--- config.mk ---
export PLATFORM = sky130hd
export DESIGN_NAME = mem_store_issue_flat
export DESIGN_NICKNAME = d
export VERILOG_FILES = /design/src/rtl/mem_store_issue_if.sv /design/src/rtl/mem_store_issue.sv /design/src/flat_wrapper.sv
export SDC_FILE = /design/constraint.sdc
export NUM_CORES = 1
export LEC_CHECK = 0
export CELL_PAD_IN_SITES_DETAIL_PLACEMENT = 0
export CELL_PAD_IN_SITES_GLOBAL_PLACEMENT = 1
export CORE_MARGIN = 1
export CORE_UTILIZATION = 25
export CTS_CLUSTER_DIAMETER = 120
export DETAILED_ROUTE_END_ITERATION = 16
export PLACE_DENSITY = 0.69
export SKIP_LAST_GASP = 1
export SYNTH_ARGS = -nofsm -noshare
export SYNTH_HDL_FRONTEND = slang
export SYNTH_SLANG_ARGS = --single-unit
--- constraint.sdc ---
create_clock -name clk -period 1.8 [get_ports clk]
set_input_delay 0.36 -clock clk [delete_from_list [all_inputs] [get_ports clk]]
set_output_delay 0.36 -clock clk [all_outputs]
set_load 0.01 [all_outputs]
--- src/rtl/mem_store_issue_if.sv ---
// Store-issue handshake bundle between the MEM stage, data memory and the hazard unit.
//   master : MEM-stage/memory side (drives requests, flush and ack; observes DM_* and stall/fault)
//   slave  : mem_store_issue (observes requests; drives DM_* and stall/fault)
interface mem_store_issue_if;
  logic        CSR_reset;
  logic        MEM_store_req;
  logic [2:0]  MEM_funct3;
  logic [31:0] MEM_addr;
  logic [31:0] MEM_rs2_data;
  logic        DM_ack;
  logic        DM_req;
  logic [31:0] DM_addr;
  logic [31:0] DM_wdata;
  logic [3:0]  DM_wstrb;
  logic        st_stall;
  logic        st_fault;

  modport master (
    output CSR_reset, MEM_store_req, MEM_funct3, MEM_addr, MEM_rs2_data, DM_ack,
    input  DM_req, DM_addr, DM_wdata, DM_wstrb, st_stall, st_fault
  );

  modport slave (
    input  CSR_reset, MEM_store_req, MEM_funct3, MEM_addr, MEM_rs2_data, DM_ack,
    output DM_req, DM_addr, DM_wdata, DM_wstrb, st_stall, st_fault
  );
endinterface

--- src/rtl/mem_store_issue.sv ---
// Store issue unit: turns a MEM-stage store into a single registered data-memory
// write request, holds it until DM_ack, and flags misaligned/illegal stores.
//   clk, reset : clock and synchronous active-high reset
//   bus        : mem_store_issue_if.slave (MEM request in, DM request out, stall/fault)
module mem_store_issue (
  input  logic             clk,
  input  logic             reset,
  mem_store_issue_if.slave bus
);
  typedef enum logic {IDLE, BUSY} state_e;

  state_e      state_q, state_d;
  logic        req_q, req_d;
  logic [31:0] addr_q, addr_d;
  logic [31:0] wdata_q, wdata_d;
  logic [3:0]  wstrb_q, wstrb_d;
  logic        fault_q, fault_d;
  logic        fault_seen_q, fault_seen_d;

  logic        legal;
  logic [31:0] lane_wdata;
  logic [3:0]  lane_wstrb;
  logic        stall;

  // Legality and lane steering of the store currently presented by MEM.
  always_comb begin
    legal      = 1'b0;
    lane_wdata = bus.MEM_rs2_data;
    lane_wstrb = '0;
    case (bus.MEM_funct3)
      3'd0: begin
        legal      = 1'b1;
        lane_wdata = {4{bus.MEM_rs2_data[7:0]}};
        lane_wstrb = 4'b0001 << bus.MEM_addr[1:0];
      end
      3'd1: begin
        legal      = ~bus.MEM_addr[0];
        lane_wdata = {2{bus.MEM_rs2_data[15:0]}};
        lane_wstrb = bus.MEM_addr[1] ? 4'b1100 : 4'b0011;
      end
      3'd2: begin
        legal      = (bus.MEM_addr[1:0] == 2'b00);
        lane_wdata = bus.MEM_rs2_data;
        lane_wstrb = '1;
      end
      default: begin
        legal      = 1'b0;
        lane_wdata = bus.MEM_rs2_data;
        lane_wstrb = '0;
      end
    endcase
  end

  always_comb begin
    state_d      = state_q;
    req_d        = req_q;
    addr_d       = addr_q;
    wdata_d      = wdata_q;
    wstrb_d      = wstrb_q;
    fault_d      = 1'b0;
    fault_seen_d = 1'b0;
    stall        = 1'b0;
    case (state_q)
      IDLE: begin
        if (bus.MEM_store_req && !bus.CSR_reset) begin
          if (legal) begin
            state_d = BUSY;
            req_d   = 1'b1;
            addr_d  = {bus.MEM_addr[31:2], 2'b00};
            wdata_d = lane_wdata;
            wstrb_d = lane_wstrb;
            stall   = 1'b1;
          end else begin
            // An illegal store held in MEM by an unrelated stall faults only once;
            // the marker clears as soon as MEM stops presenting it or a flush arrives.
            fault_d      = ~fault_seen_q;
            fault_seen_d = 1'b1;
          end
        end
      end
      BUSY: begin
        stall = ~bus.DM_ack & ~reset;
        if (bus.DM_ack) begin
          state_d = IDLE;
          req_d   = 1'b0;
        end
      end
      default: begin
        state_d = IDLE;
        req_d   = 1'b0;
      end
    endcase
  end

  always_ff @(posedge clk) begin
    if (reset) begin
      state_q      <= IDLE;
      req_q        <= 1'b0;
      addr_q       <= '0;
      wdata_q      <= '0;
      wstrb_q      <= '0;
      fault_q      <= 1'b0;
      fault_seen_q <= 1'b0;
    end else begin
      state_q      <= state_d;
      req_q        <= req_d;
      addr_q       <= addr_d;
      wdata_q      <= wdata_d;
      wstrb_q      <= wstrb_d;
      fault_q      <= fault_d;
      fault_seen_q <= fault_seen_d;
    end
  end

  assign bus.DM_req   = req_q;
  assign bus.DM_addr  = addr_q;
  assign bus.DM_wdata = wdata_q;
  assign bus.DM_wstrb = wstrb_q;
  assign bus.st_fault = fault_q;
  assign bus.st_stall = stall;
endmodule

--- src/flat_wrapper.sv ---
// flat-port wrapper written by rule: the top's interface ports become plain ports
module mem_store_issue_flat 
  (clk, reset, bus_CSR_reset, bus_MEM_store_req, bus_MEM_funct3, bus_MEM_addr, bus_MEM_rs2_data, bus_DM_ack, bus_DM_req, bus_DM_addr, bus_DM_wdata, bus_DM_wstrb, bus_st_stall, bus_st_fault);
  mem_store_issue_if bus_i ();
  input  logic clk;
  input  logic reset;
  input wire logic [$bits(bus_i.CSR_reset)-1:0] bus_CSR_reset;
  input wire logic [$bits(bus_i.MEM_store_req)-1:0] bus_MEM_store_req;
  input wire logic [$bits(bus_i.MEM_funct3)-1:0] bus_MEM_funct3;
  input wire logic [$bits(bus_i.MEM_addr)-1:0] bus_MEM_addr;
  input wire logic [$bits(bus_i.MEM_rs2_data)-1:0] bus_MEM_rs2_data;
  input wire logic [$bits(bus_i.DM_ack)-1:0] bus_DM_ack;
  output wire logic [$bits(bus_i.DM_req)-1:0] bus_DM_req;
  output wire logic [$bits(bus_i.DM_addr)-1:0] bus_DM_addr;
  output wire logic [$bits(bus_i.DM_wdata)-1:0] bus_DM_wdata;
  output wire logic [$bits(bus_i.DM_wstrb)-1:0] bus_DM_wstrb;
  output wire logic [$bits(bus_i.st_stall)-1:0] bus_st_stall;
  output wire logic [$bits(bus_i.st_fault)-1:0] bus_st_fault;
  assign bus_i.CSR_reset = bus_CSR_reset;
  assign bus_i.MEM_store_req = bus_MEM_store_req;
  assign bus_i.MEM_funct3 = bus_MEM_funct3;
  assign bus_i.MEM_addr = bus_MEM_addr;
  assign bus_i.MEM_rs2_data = bus_MEM_rs2_data;
  assign bus_i.DM_ack = bus_DM_ack;
  assign bus_DM_req = bus_i.DM_req;
  assign bus_DM_addr = bus_i.DM_addr;
  assign bus_DM_wdata = bus_i.DM_wdata;
  assign bus_DM_wstrb = bus_i.DM_wstrb;
  assign bus_st_stall = bus_i.st_stall;
  assign bus_st_fault = bus_i.st_fault;
  mem_store_issue u_core (.clk(clk), .reset(reset), .bus(bus_i));
endmodule
==> impl_metrics.toml <==
[yosys]
avgSynthCellArea_um2 = 8.35
syn_inst = 346
synth-main-ff-cell = "dfxtp_1"
synth-async-reset-ratio = 0
synth_enable_flop_cells = 0
synth_area_um2 = 2890
seq_area_frac_synth = 0.485
yosysWarnings = 0
ys_types = 28
ys_ff_latch = 70

[global_route]
grt_usage = 0.148
antenna_found_initial = 0
overflow = 0
grt_pass1_wl_mm = 13.8
grt_pass1_vias = 2852
grt_max_degree = 71

[setup_path]
end_kind = "output pin"
crit_fanout = 2
max_stage_delay_ns = 0.47
crit_path_start = "bus_MEM_funct3[1]"
crit_path_cell_trace = "clkdlybuf4s50_1 > a211oi_4 > o21ai_4 > o21ai_2 > buf_2"
critical_path.slowest_cell = "clkdlybuf4s50_1"
cpLargestDelayFamily = "buffers and inverters"
rr_startpoint = "u_core.state_q"
required_ns = 1.44
path_buf_inv = 2
crit_type = "in -> out"
arrival_ns = 1.37
cp-start-kind = "primary input"

[place]
io_buffers = 140
place_congestion = 0.745
dpl.cell_count = 619
post_dp_cell_area_um2 = 4550
post-dp-hpwl_mm = 6.14
place_ws_ns = -0.589

[clock_tree]
cts_tree = "done"
clockBufferDepth = 2
cts_buffers = 9
htreeDepth = 3
clock_latency_ns = 0.32
cts_root_buf = "clkbuf_16"
path_clk_slew_ns = 0.05
cts_hold_buffers = 0
cts.sinks = 70

[final_layout]
regArea_um2 = 1400
fill_cells = 1140
final_common_cell = "clkdlybuf4s50_1"
area_growth_pct = 71.0
fin_nets = 564
stdcell_area_um2 = 4940
fin_cells = 637
final_cell_mix = "132 x clkdlybuf4s50_1, 112 x nand2_1, 70 x dfxtp_1"
final_layout_size_suffix_gt1_frac = 0.115
multiInputGateArea_um2 = 1370
antenna_cells = 0

[power]
total_power_mw = 4.04
pwr_density_cell_nw_per_um2 = 819
p_leak_nw = 1.74
peakVddDrop_mv = 0.560

[route]
ant_nets = 0
wire_per_inst_um = 14.0
drc = 0
vias_per_cell = 4.52
routed_wirelength_mm = 8.90
vias = 2877
drt-initial-drc-count = 139
firstDrtPassIters = 6

[flow_run]
drv_cap = 0

[sta]
worst_pin_slew_ns = 0.569
setup_viol = 0
maxSlewViolCount = 0
max_freq_mhz = 577
slew_headroom = 0.621
worst_slack_ns = 0.0665
hold_viol_final = 0
layout_min_cycle_time_ns = 1.73
post-route-period-util = 0.963
fin_skew_ns = 0.00600
rsz0062_at_grt = "true"

[die]
rows = 38
io_pins = 143
die_width_um = 110
die_y_um = 110
coreArea_um2 = 11000
start_util = 0.262
die_area_um2 = 12000

[hold_path]
hold_path_class = "reg -> reg"
min-delay-start = "u_core.fault_seen_q"

[run_status]
status = "finished, final reports clean"
logic make-up (layout without fill, tap and decap cells):
logic type	after synthesis	in the layout	share of synthesized area
AOI/OAI and AO/OA	83	83	0.192
buffers and inverters	30	180	0.0550
DFF	70	70	0.485
muxes	16	16	0.0554
other	1	2	0.00130
and+or+nand+nor	146	146	0.212
flip-flops by register name, indices dropped and copies added, names as in the netlist:
name                 count
u_core.bus.st_fault      1
u_core.bus.DM_req        1
u_core.state_q           1
u_core.bus.DM_addr      30
u_core.fault_seen_q      1
u_core.bus.DM_wstrb      4
u_core.bus.DM_wdata     32
final timing paths:
| kind | endpoint | slack, ns | cells after the start |
|---|---|---|---|
| worst max-delay path | bus_st_stall | 0.07 | 5 |
| worst min-delay path | u_core.bus.st_fault | 0.38 | 1 |
| worst max register to register | u_core.bus.DM_wdata[16] | 0.24 | 7 |
| worst min register to register | u_core.bus.st_fault | 0.38 | 1 |
timing repair:
action | 4_1_cts | 5_1_grt
pin swaps | 3 | 2
buffers inserted | 0 | 1
setup endpoints to repair | 55 | 47
cloned | 0 | 1
resized for setup | 12 | 9
endpoints found under the hold margin | 0 | 0
per-layer routing:
metal / GRT usage / routed length, um / vias up
li1: - / - / 1452
met1: 0.165 / 3710 / 1330
met2: 0.274 / 4510 / 87
met3: 0.0439 / 609 / 8
met4: 0.0343 / 73 / 0
met5: 0 / 0 / -
cell usage after synthesis, drive strengths merged (5+ instances only):
cell type / count / area share
a211oi: 10 / 0.028
a21oi: 49 / 0.085
a311oi: 8 / 0.042
buf: 14 / 0.034
clkbuf: 15 / 0.019
dfxtp: 70 / 0.48
mux2i: 16 / 0.055
nand2: 112 / 0.15
nand3b: 5 / 0.013
nor2: 21 / 0.030
o211ai: 8 / 0.021
o21ai: 6 / 0.012
layout make-up:
type / instances / share of cell area
Timing Repair Buffer: 163 / 0.337
Sequential cell: 70 / 0.284
Multi-Input combinational cell: 247 / 0.278
Clock buffer: 10 / 0.0484
Tap cell: 140 / 0.0355
Clock inverter: 6 / 0.0172
Inverter: 1 / 0.000760
stage by stage:
stage	utilization	hold slack, ns	setup TNS, ns
4_1_cts	0.442	0.387	0
3_5_place_dp	0.413	0.379	-26.67
3_3_place_gp	0.413	0.372	-24.90
2_1_floorplan	-	0.367	0
6_report	0.448	0.382	0
5_1_grt	0.448	0.388	-0.00508
where the power goes:
part           switching, mW  internal [mW]
logic                  0.225          0.304
clock network          0.658           1.25
registers             0.0209           1.59
total                  0.904           3.14
(Power assumes the default switching activity.)
